<file path="config.mk">
export PLATFORM = sky130hd
export DESIGN_NAME = pipeline_credit_receiver
export DESIGN_NICKNAME = d
export VERILOG_FILES = /design/src/rtl/pipeline_credit_receiver_pkg.sv /design/src/rtl/credit_fifo_mem.sv /design/src/rtl/pipeline_credit_receiver.sv
export SDC_FILE = /design/constraint.sdc
export NUM_CORES = 1
export LEC_CHECK = 0
export CORE_MARGIN = 2
export CORE_UTILIZATION = 35
export DETAILED_ROUTE_END_ITERATION = 8
export REMOVE_ABC_BUFFERS = 1
export SYNTH_ARGS = -nofsm -noshare
export SYNTH_HDL_FRONTEND = slang
export SYNTH_SLANG_ARGS = --single-unit
</file>
<file path="constraint.sdc">
create_clock -name clk -period 3.9 [get_ports clk]
set_input_delay 0.39 -clock clk [delete_from_list [all_inputs] [get_ports clk]]
set_output_delay 0.39 -clock clk [all_outputs]
set_load 0.02 [all_outputs]
</file>
<file path="src/rtl/pipeline_credit_receiver_pkg.sv">
// Shared defaults and helpers for the credit-based receiver at the end of a
// valid-only, fixed-latency pipeline.
package pipeline_credit_pkg;

    localparam int DEF_DEPTH = 4;
    localparam int DEF_WIDTH = 32;

    // Width needed to hold the values 0..n inclusive.
    function automatic int clog2p1(input int n);
        return $clog2(n + 1);
    endfunction

    typedef logic [clog2p1(DEF_DEPTH)-1:0] credit_cnt_t;

endpackage

</file>
<file path="src/rtl/credit_fifo_mem.sv">
// DEPTH x WIDTH register array: one synchronous write port, one asynchronous
// read port. Contents are never reset; validity is tracked by the owner.
module credit_fifo_mem #(
    parameter int WIDTH = 32,
    parameter int DEPTH = 4,
    localparam int PTR_W = $clog2(DEPTH)
) (
    input  logic             clk,
    input  logic             we,
    input  logic [PTR_W-1:0] waddr,
    input  logic [WIDTH-1:0] wdata,
    input  logic [PTR_W-1:0] raddr,
    output logic [WIDTH-1:0] rdata
);

    logic [WIDTH-1:0] r_mem [DEPTH];

    always_ff @(posedge clk) begin
        if (we) begin
            r_mem[waddr] <= wdata;
        end
    end

    assign rdata = r_mem[raddr];

endmodule

</file>
<file path="src/rtl/pipeline_credit_receiver.sv">
// Credit issuer and output FIFO for a stall-free fixed-latency pipeline:
// admits launches only while buffer space is guaranteed for every beat in flight.
module pipeline_credit_receiver
    import pipeline_credit_pkg::*;
#(
    parameter int WIDTH = DEF_WIDTH,
    parameter int DEPTH = DEF_DEPTH,
    localparam int CNT_W = clog2p1(DEPTH)
) (
    input  logic             clk,
    input  logic             rst_n,
    input  logic             issue_valid,
    output logic             issue_ready,
    input  logic             pipe_valid,
    input  logic [WIDTH-1:0] pipe_data,
    output logic             out_valid,
    output logic [WIDTH-1:0] out_data,
    input  logic             out_ready,
    output logic             overflow_err,
    output logic             underflow_err
);

    localparam int PTR_W = $clog2(DEPTH);
    localparam logic [CNT_W-1:0] DEPTH_C = CNT_W'(DEPTH);
    localparam logic [CNT_W:0]   DEPTH_S = (CNT_W + 1)'(DEPTH);

    logic [PTR_W-1:0] r_wr_ptr;
    logic [PTR_W-1:0] r_rd_ptr;
    logic [CNT_W-1:0] r_occ;
    logic [CNT_W-1:0] r_inflight;
    logic             r_overflow;
    logic             r_underflow;

    logic             w_issue_fire;
    logic             w_pop;
    logic             w_full;
    logic             w_push_ok;
    logic             w_drop;
    logic             w_no_credit_owed;
    logic [CNT_W:0]   w_committed;

    // Credits depend only on registered state, so issue_ready has no input path.
    assign w_committed      = {1'b0, r_occ} + {1'b0, r_inflight};
    assign issue_ready      = (w_committed < DEPTH_S);
    assign out_valid        = (r_occ != '0);

    assign w_issue_fire     = issue_valid & issue_ready;
    assign w_pop            = out_valid & out_ready;
    assign w_full           = (r_occ == DEPTH_C);
    // A pop in the same cycle frees the slot, so a push into a full FIFO is fine then.
    assign w_push_ok        = pipe_valid & (~w_full | w_pop);
    assign w_drop           = pipe_valid & w_full & ~w_pop;
    assign w_no_credit_owed = (r_inflight == '0);

    credit_fifo_mem #(
        .WIDTH (WIDTH),
        .DEPTH (DEPTH)
    ) u_mem (
        .clk   (clk),
        .we    (w_push_ok),
        .waddr (r_wr_ptr),
        .wdata (pipe_data),
        .raddr (r_rd_ptr),
        .rdata (out_data)
    );

    always_ff @(posedge clk or negedge rst_n) begin
        if (!rst_n) begin
            r_wr_ptr <= '0;
            r_rd_ptr <= '0;
        end else begin
            if (w_push_ok) begin
                r_wr_ptr <= r_wr_ptr + PTR_W'(1);
            end
            if (w_pop) begin
                r_rd_ptr <= r_rd_ptr + PTR_W'(1);
            end
        end
    end

    always_ff @(posedge clk or negedge rst_n) begin
        if (!rst_n) begin
            r_occ <= '0;
        end else begin
            case ({w_push_ok, w_pop})
                2'b10:   r_occ <= r_occ + CNT_W'(1);
                2'b01:   r_occ <= r_occ - CNT_W'(1);
                default: r_occ <= r_occ;
            endcase
        end
    end

    // An unexpected beat (nothing in flight) must not drive the count negative.
    always_ff @(posedge clk or negedge rst_n) begin
        if (!rst_n) begin
            r_inflight <= '0;
        end else begin
            case ({w_issue_fire, pipe_valid & ~w_no_credit_owed})
                2'b10:   r_inflight <= r_inflight + CNT_W'(1);
                2'b01:   r_inflight <= r_inflight - CNT_W'(1);
                default: r_inflight <= r_inflight;
            endcase
        end
    end

    always_ff @(posedge clk or negedge rst_n) begin
        if (!rst_n) begin
            r_overflow  <= 1'b0;
            r_underflow <= 1'b0;
        end else begin
            if (w_drop) begin
                r_overflow <= 1'b1;
            end
            if (pipe_valid && w_no_credit_owed) begin
                r_underflow <= 1'b1;
            end
        end
    end

    assign overflow_err  = r_overflow;
    assign underflow_err = r_underflow;

endmodule

</file>
**Yosys cells after proc, flatten, opt, wreduce, memory -nomap -nowiden**

Memories as Yosys holds them, arrays and structs flattened.
Index checks and enable logic that the tools add are counted.

- Register bits after elaboration: 12
- Output and inout port bits: 36
- Memories: 1
- Memory bits (writable): 128

- Magnitude comparators: 1
- Reductions and logical operators: 5
- Bitwise operators: 10
- $add $sub $neg: 7
- Equal/unequal tests: 5
- Muxes and demuxes: 4

Memory list:

| memory | depth | width | read ports | clocked after Yosys merged registers in | wr ports | RTL line | text |
|---|---|---|---|---|---|---|---|
| u_mem.r_mem | 4 | 32 | 1 | 0 | 1 | credit_fifo_mem.sv:16 | `logic [WIDTH-1:0] r_mem [DEPTH];` |

Operators with widths:

| cell | number |
|---|---|
| 3-bit one-hot mux with 2 select lines | 2 |
| 3-bit by 1-bit adder with 3-bit output, second input constant | 2 |
| 1-bit bitwise AND | 6 |
| 3-bit by 1-bit subtractor with 3-bit output, second input constant | 2 |
| 2-bit by 1-bit adder with 2-bit output, second input constant | 2 |
| 3-bit by 3-bit adder with 4-bit output | 1 |
| 2-bit by 1-bit == test with 1-bit output, second input constant | 2 |
| 2-bit == test, second input constant | 2 |
| 4-bit by 3-bit less-than comparator with 1-bit output, second input constant | 1 |
| 2-bit nonzero test | 2 |
| 3-bit == test, second input constant | 1 |
| 3-bit zero test | 1 |
| 1-bit inverter | 3 |
| 3-bit nonzero test | 1 |
| 1-bit 2-to-1 mux | 2 |
| 1-bit logical AND | 1 |
| 1-bit bitwise OR | 1 |

**Logic depth before layout (Yosys ltp)**

- Depth after elaboration: 6
- Mapped depth: 10
- Gate-level depth less buffers: 10

**Hierarchy**

Synthesis repeated with hierarchy kept, for this count alone.

- Cells, all modules: 240
- Area total of the unflattened synthesis: 5427.7 µm²

By module, submodules not included:

| module | cells each | area each (µm²) | sequential area each (µm²) | times used |
|---|---|---|---|---|
| credit_fifo_mem | 171 | 4689.5 | 3843.7 | 1 |
| pipeline_credit_receiver | 69 | 738.2 | 300.3 | 1 |

**Worst setup path before layout**

Ideal clock, no wire load.

- Kind: flip-flop to flip-flop
- Start point: register r_occ[1]
- End point: register r_inflight[2]
- Data arrival time: 2501 ps
- Path buffers: 0
- Clock period less this slack: 2627 ps
- Data required time: 3775 ps
- Stages on the path, launching flop included: 11
- Path slack: 1273 ps
- Path through: dfrtp_1 > ha_1 > and3_2 > nor4_1 > nand2_1 > ha_1 > inv_1 > fa_1 > xor2_1 > nor2_1 > xor2_1

- Word-level cells in the longest chain between the ends: 5

Ends and longest elaborated chain:

| what | RTL line | text |
|---|---|---|
| start, declared | pipeline_credit_receiver.sv:29 | `logic [CNT_W-1:0] r_occ;` |
| start signal, assigned | pipeline_credit_receiver.sv:86 | `2'b10: r_occ <= r_occ + CNT_W'(1);` |
| start signal, assigned | pipeline_credit_receiver.sv:87 | `2'b01: r_occ <= r_occ - CNT_W'(1);` |
| start signal, assigned | pipeline_credit_receiver.sv:88 | `default: r_occ <= r_occ;` |
| 3-bit by 3-bit adder with 4-bit output * | pipeline_credit_receiver.sv:43 | `assign w_committed = {1'b0, r_occ} + {1'b0, r_inflight};` |
| 4-bit by 3-bit less-than comparator with 1-bit output * | pipeline_credit_receiver.sv:44 | `assign issue_ready = (w_committed < DEPTH_S);` |
| named net issue_ready | pipeline_credit_receiver.sv:13 | `output logic issue_ready,` |
| 1-bit bitwise AND * | pipeline_credit_receiver.sv:47 | `assign w_issue_fire = issue_valid & issue_ready;` |
| 2-bit by 1-bit == test with 1-bit output or 2-bit == test (tied branches) | pipeline_credit_receiver.sv:98 | `case ({w_issue_fire, pipe_valid & ~w_no_credit_owed})` |
| 3-bit one-hot mux with 2 select lines or 2-bit nonzero test (tied branches) | n/a |  |
| end signal, assigned | pipeline_credit_receiver.sv:99 | `2'b10: r_inflight <= r_inflight + CNT_W'(1);` |
| end signal, assigned | pipeline_credit_receiver.sv:100 | `2'b01: r_inflight <= r_inflight - CNT_W'(1);` |
| end signal, assigned | pipeline_credit_receiver.sv:101 | `default: r_inflight <= r_inflight;` |
| end, declared | pipeline_credit_receiver.sv:30 | `logic [CNT_W-1:0] r_inflight;` |

The timed path passes the listed nets; every way through them passes the cells marked *.
A chain may end at the register's enable or synchronous reset.

**Worst setup path in the final report**

- Start point: register r_rd_ptr[0]
- End point: output port out_data[30]

- Word-level cells in the longest chain between the ends: 1

Ends and longest elaborated chain:

| what | RTL line | text |
|---|---|---|
| start, declared | pipeline_credit_receiver.sv:28 | `logic [PTR_W-1:0] r_rd_ptr;` |
| start signal, assigned | pipeline_credit_receiver.sv:76 | `r_rd_ptr <= r_rd_ptr + PTR_W'(1);` |
| memory 4 x 32 bit | n/a |  |
| end, declared | pipeline_credit_receiver.sv:17 | `output logic [WIDTH-1:0] out_data,` |

No other way between the ends.

==> impl_metrics.yaml <==
flow_run:
  maxCapViolCount: 0
synth:
  yosys_reg_bits: 140
  synth_seq_area_share_pct: 77.3
  synth_edf_count: 128
  synthDominantCellAreaShare_pct: 71.7
  post-synth-top-area-cell: "sky130_fd_sc_hd__edfxtp_1"
  ffs_w_async_s_r_synth_pct: 8.57
  synth_area_um2: 5360
  synth_top_cells_by_count: "sky130_fd_sc_hd__edfxtp_1 (128), sky130_fd_sc_hd__mux4_2 (32), sky130_fd_sc_hd__dfrtp_1 (12)"
  postSynth.topFlopCell: "sky130_fd_sc_hd__edfxtp_1"
  synth_warnings: 0
  most_frequently_used_cell_type_in_the_post_synthesis_netlist: "sky130_fd_sc_hd__edfxtp_1"
  synth_cell_types: 26
  yosys-top-cells-area: "sky130_fd_sc_hd__edfxtp_1 (72%), sky130_fd_sc_hd__mux4_2 (13%), sky130_fd_sc_hd__dfrtp_1 (5.6%)"
  post_synth_inst_count: 229
  average_instance_area_after_synthesis_um2: 23.4
timing:
  finalHoldWorstSlack_ps: 350
  hold_fails_final_rpt: 0
  fmax_ghz: 0.349
  relSlewSlack_pct: 36.6
  clock-skew-final_ps: 4.15
  timing_max_transition_violations_final: 0
  min_period_over_period_pct: 73.5
  post-route-worst-setup-slack_ps: 1040
  worst_slew_pin_slew_ps: 951
  min_period_ps: 2860
  fin_setup_tns_ps: 0
  setup_viol: 0
  grt_setup_unrepaired: "no"
final_layout:
  layout_fillers: 1295
  layout-area-overhead-vs-synth_pct: 27.2
  multiInputGateArea_um2: 1120
  final_net_count: 360
  fin_util_pct: 45.2
  layout.area.seq_um2: 4150
  fraction_of_layout_instances_using_a_drive_strength_above_1_pct: 21.2
  antenna-diode-count: 0
power:
  power.density_nw_per_um2: 811
  vdd_ir_drop_max_v: 0.000322
  power.leakage_uw: 0.00230
setup_path:
  worst-path-buf-inv: 2
  worst-setup-path-type: "reg -> out"
  setup.worst_path.start_class: "flip-flop"
  timing.rr.start: "r_occ[1]$_DFFE_PN0P_"
  timing.critical_path.slowest_cell_delay_ps: 670
  reg2reg_slack_ps: 1620
  timing.critical_path.fanout_max: 21
  cp.arrival_ps: 2470
  worst_r2r_endpoint: "r_inflight[2]$_DFFE_PN0P_"
  endpoint_kind: "primary output"
  timing.critical_path.max_delay_family: "buffers and inverters"
  path_cells: "buf_12 -> mux4_2 -> clkdlybuf4s50_1"
  cpMaxStageDelayCell: "sky130_fd_sc_hd__dfrtp_2"
  timing.critical_path.required_ps: 3510
  r2r.worst_path.cells: 10
routing:
  drtAntennaViolNets: 0
  viasPerCell: 4.69
  routed_wirelength_um: 9220
  residual_drc: 0
  routedWlPerCell_um: 17.9
  drt_pass1_iterations: 4
  dr.first_iter.drc_count: 138
  via_count: 2410
cts:
  clock_tree.root_cell: "sky130_fd_sc_hd__clkbuf_16"
  clock_sinks: 140
  cts.repair.resized: 0
  cts_hold_buf: 0
  clock_insertion_delay_worst_skew_ps: 410
  post-cts-setup-buffer-count: 0
  cts-buffers-inserted: 17
  maximum_clock_insertion_buffer_count: 2
  tritoncts_clock_tree: "built"
  clk_pin_slew_ps: 50
  cts_h_tree_depth: 4
die:
  io_pins: 73
  core-area_um2: 15100
  fp-row-count: 45
  dieArea_um2: 16300
  die-width_um: 128
  initial_core_util_pct: 35.5
  fp.dieH_um: 128
place:
  gp_congestion: 0.725
  dp_slack_ps: 1340
  post-dp-hpwl_um: 5380
  port_buffers: 72
global_route:
  track_usage_pct: 12.4
  grt_antenna_before_repair: 0
  globalRoute.totalOverflow: 0
  grt_pass1_wl_um: 14500
  first_global_vias: 2608
  largest_net_degree_at_the_start_of_global_routing: 34
hold_path:
  hold_class: "in -> async"
run_status:
  outcome: "complete, no violations"
## how the worst max path moves through the flow
| stage | start | endpoint | slack (ps) | depth (start not counted) |
|---|---|---|---|---|
| 2_1_floorplan | r_occ[1]$_DFFE_PN0P_ | r_inflight[2]$_DFFE_PN0P_ | 1270 | 10 |
| 3_3_place_gp | out_ready | u_mem.r_mem[0][22]$_DFFE_PP_ | 1400 | 4 |
| 3_5_place_dp | out_ready | r_occ[2]$_DFFE_PN0P_ | 1340 | 10 |
| 4_1_cts | r_rd_ptr[0]$_DFFE_PN0N_ | out_data[30] | 950 | 3 |
| 5_1_grt | r_rd_ptr[0]$_DFFE_PN0N_ | out_data[30] | 850 | 3 |
| 6_report | r_rd_ptr[0]$_DFFE_PN0N_ | out_data[30] | 1040 | 3 |
## through the flow
stage	area (um^2)	cells	total power (uW)
floorplan	5290	221	3310
global placement	6270	482	4110
detailed placement	6270	482	4140
CTS	6810	514	5620
global route	6810	514	5830
finish	6810	514	5530
## routing by layer
layer,up-vias,global-route usage (%),wire (um)
li1,1101,-,-
met1,1239,15.7,4110
met2,57,19.2,4460
met3,13,4.51,472
met4,0,5.43,182
met5,-,0,0
## cell families after synthesis
family,after synthesis,share of synthesized area (%)
DFF,140,77.3
muxes,35,14.1
buffers and inverters,17,1.82
and+or+nand+nor,15,2.15
adders and majority gates,10,2.62
xor gates and xnor gates,9,1.47
AOI/OAI and AO/OA,3,0.491
## worst reg2reg max path, cell delays in order (launching register included)
cell and delay (ps):
sky130_fd_sc_hd__dfrtp_1 450, sky130_fd_sc_hd__ha_1 310, sky130_fd_sc_hd__and3_2 200, sky130_fd_sc_hd__nor4_1 300
sky130_fd_sc_hd__nand2_1 110, sky130_fd_sc_hd__ha_1 210, sky130_fd_sc_hd__inv_1 70, sky130_fd_sc_hd__fa_1 170
sky130_fd_sc_hd__xor2_1 140, sky130_fd_sc_hd__nor2_1 60, sky130_fd_sc_hd__xor2_1 130
## state kept, by name (all words and copies together), names as in the netlist
| signal | count |
|---|---|
| underflow_err | 1 |
| u_mem.r_mem | 128 |
| overflow_err | 1 |
| r_wr_ptr | 2 |
| r_rd_ptr | 2 |
| r_occ | 3 |
| r_inflight | 3 |
## final cells by class
| class | instances | share of cell area (%) |
|---|---|---|
| Tap cell | 188 | 3.45 |
| Clock inverter | 11 | 1.49 |
| Inverter | 9 | 0.496 |
| Clock buffer | 21 | 6.46 |
| Sequential cell | 140 | 60.9 |
| Timing Repair Buffer | 73 | 10.9 |
| Multi-Input combinational cell | 72 | 16.4 |
## power by group
| part | switching (uW) | internal, uW | leakage (uW) |
|---|---|---|---|
| sequential | 234 | 2010 | 0.00131 |
| combinational | 864 | 952 | 0.000727 |
| clock | 549 | 924 | 0.000262 |
## cell usage in the layout, fill, tap and decap left out
cell type / count
sky130_fd_sc_hd__o31a_2: 1
sky130_fd_sc_hd__bufinv_16: 2
sky130_fd_sc_hd__inv_1: 9
sky130_fd_sc_hd__xnor2_1: 4
sky130_fd_sc_hd__clkbuf_1: 4
sky130_fd_sc_hd__and2_2: 4
sky130_fd_sc_hd__nor4_1: 1
sky130_fd_sc_hd__mux2i_1: 2
sky130_fd_sc_hd__mux4_2: 32
sky130_fd_sc_hd__nor3_1: 1
sky130_fd_sc_hd__clkbuf_16: 17
sky130_fd_sc_hd__clkinv_1: 5
sky130_fd_sc_hd__or3_2: 1
sky130_fd_sc_hd__clkdlybuf4s50_1: 72
sky130_fd_sc_hd__dfrtp_1: 10
sky130_fd_sc_hd__dfrtp_2: 2
sky130_fd_sc_hd__nor2_1: 2
sky130_fd_sc_hd__nand2_1: 2
sky130_fd_sc_hd__clkinvlp_4: 1
sky130_fd_sc_hd__a21o_2: 1
sky130_fd_sc_hd__edfxtp_1: 128
sky130_fd_sc_hd__clkinv_2: 3
sky130_fd_sc_hd__ha_1: 8
sky130_fd_sc_hd__nor2b_4: 1
sky130_fd_sc_hd__and3_2: 1
sky130_fd_sc_hd__xor2_1: 5
sky130_fd_sc_hd__nor2b_1: 1
sky130_fd_sc_hd__mux2_4: 1
sky130_fd_sc_hd__fa_1: 2
sky130_fd_sc_hd__nor4b_4: 1
sky130_fd_sc_hd__buf_12: 1
sky130_fd_sc_hd__a21o_1: 1
Power figures use the tool's default switching activity.
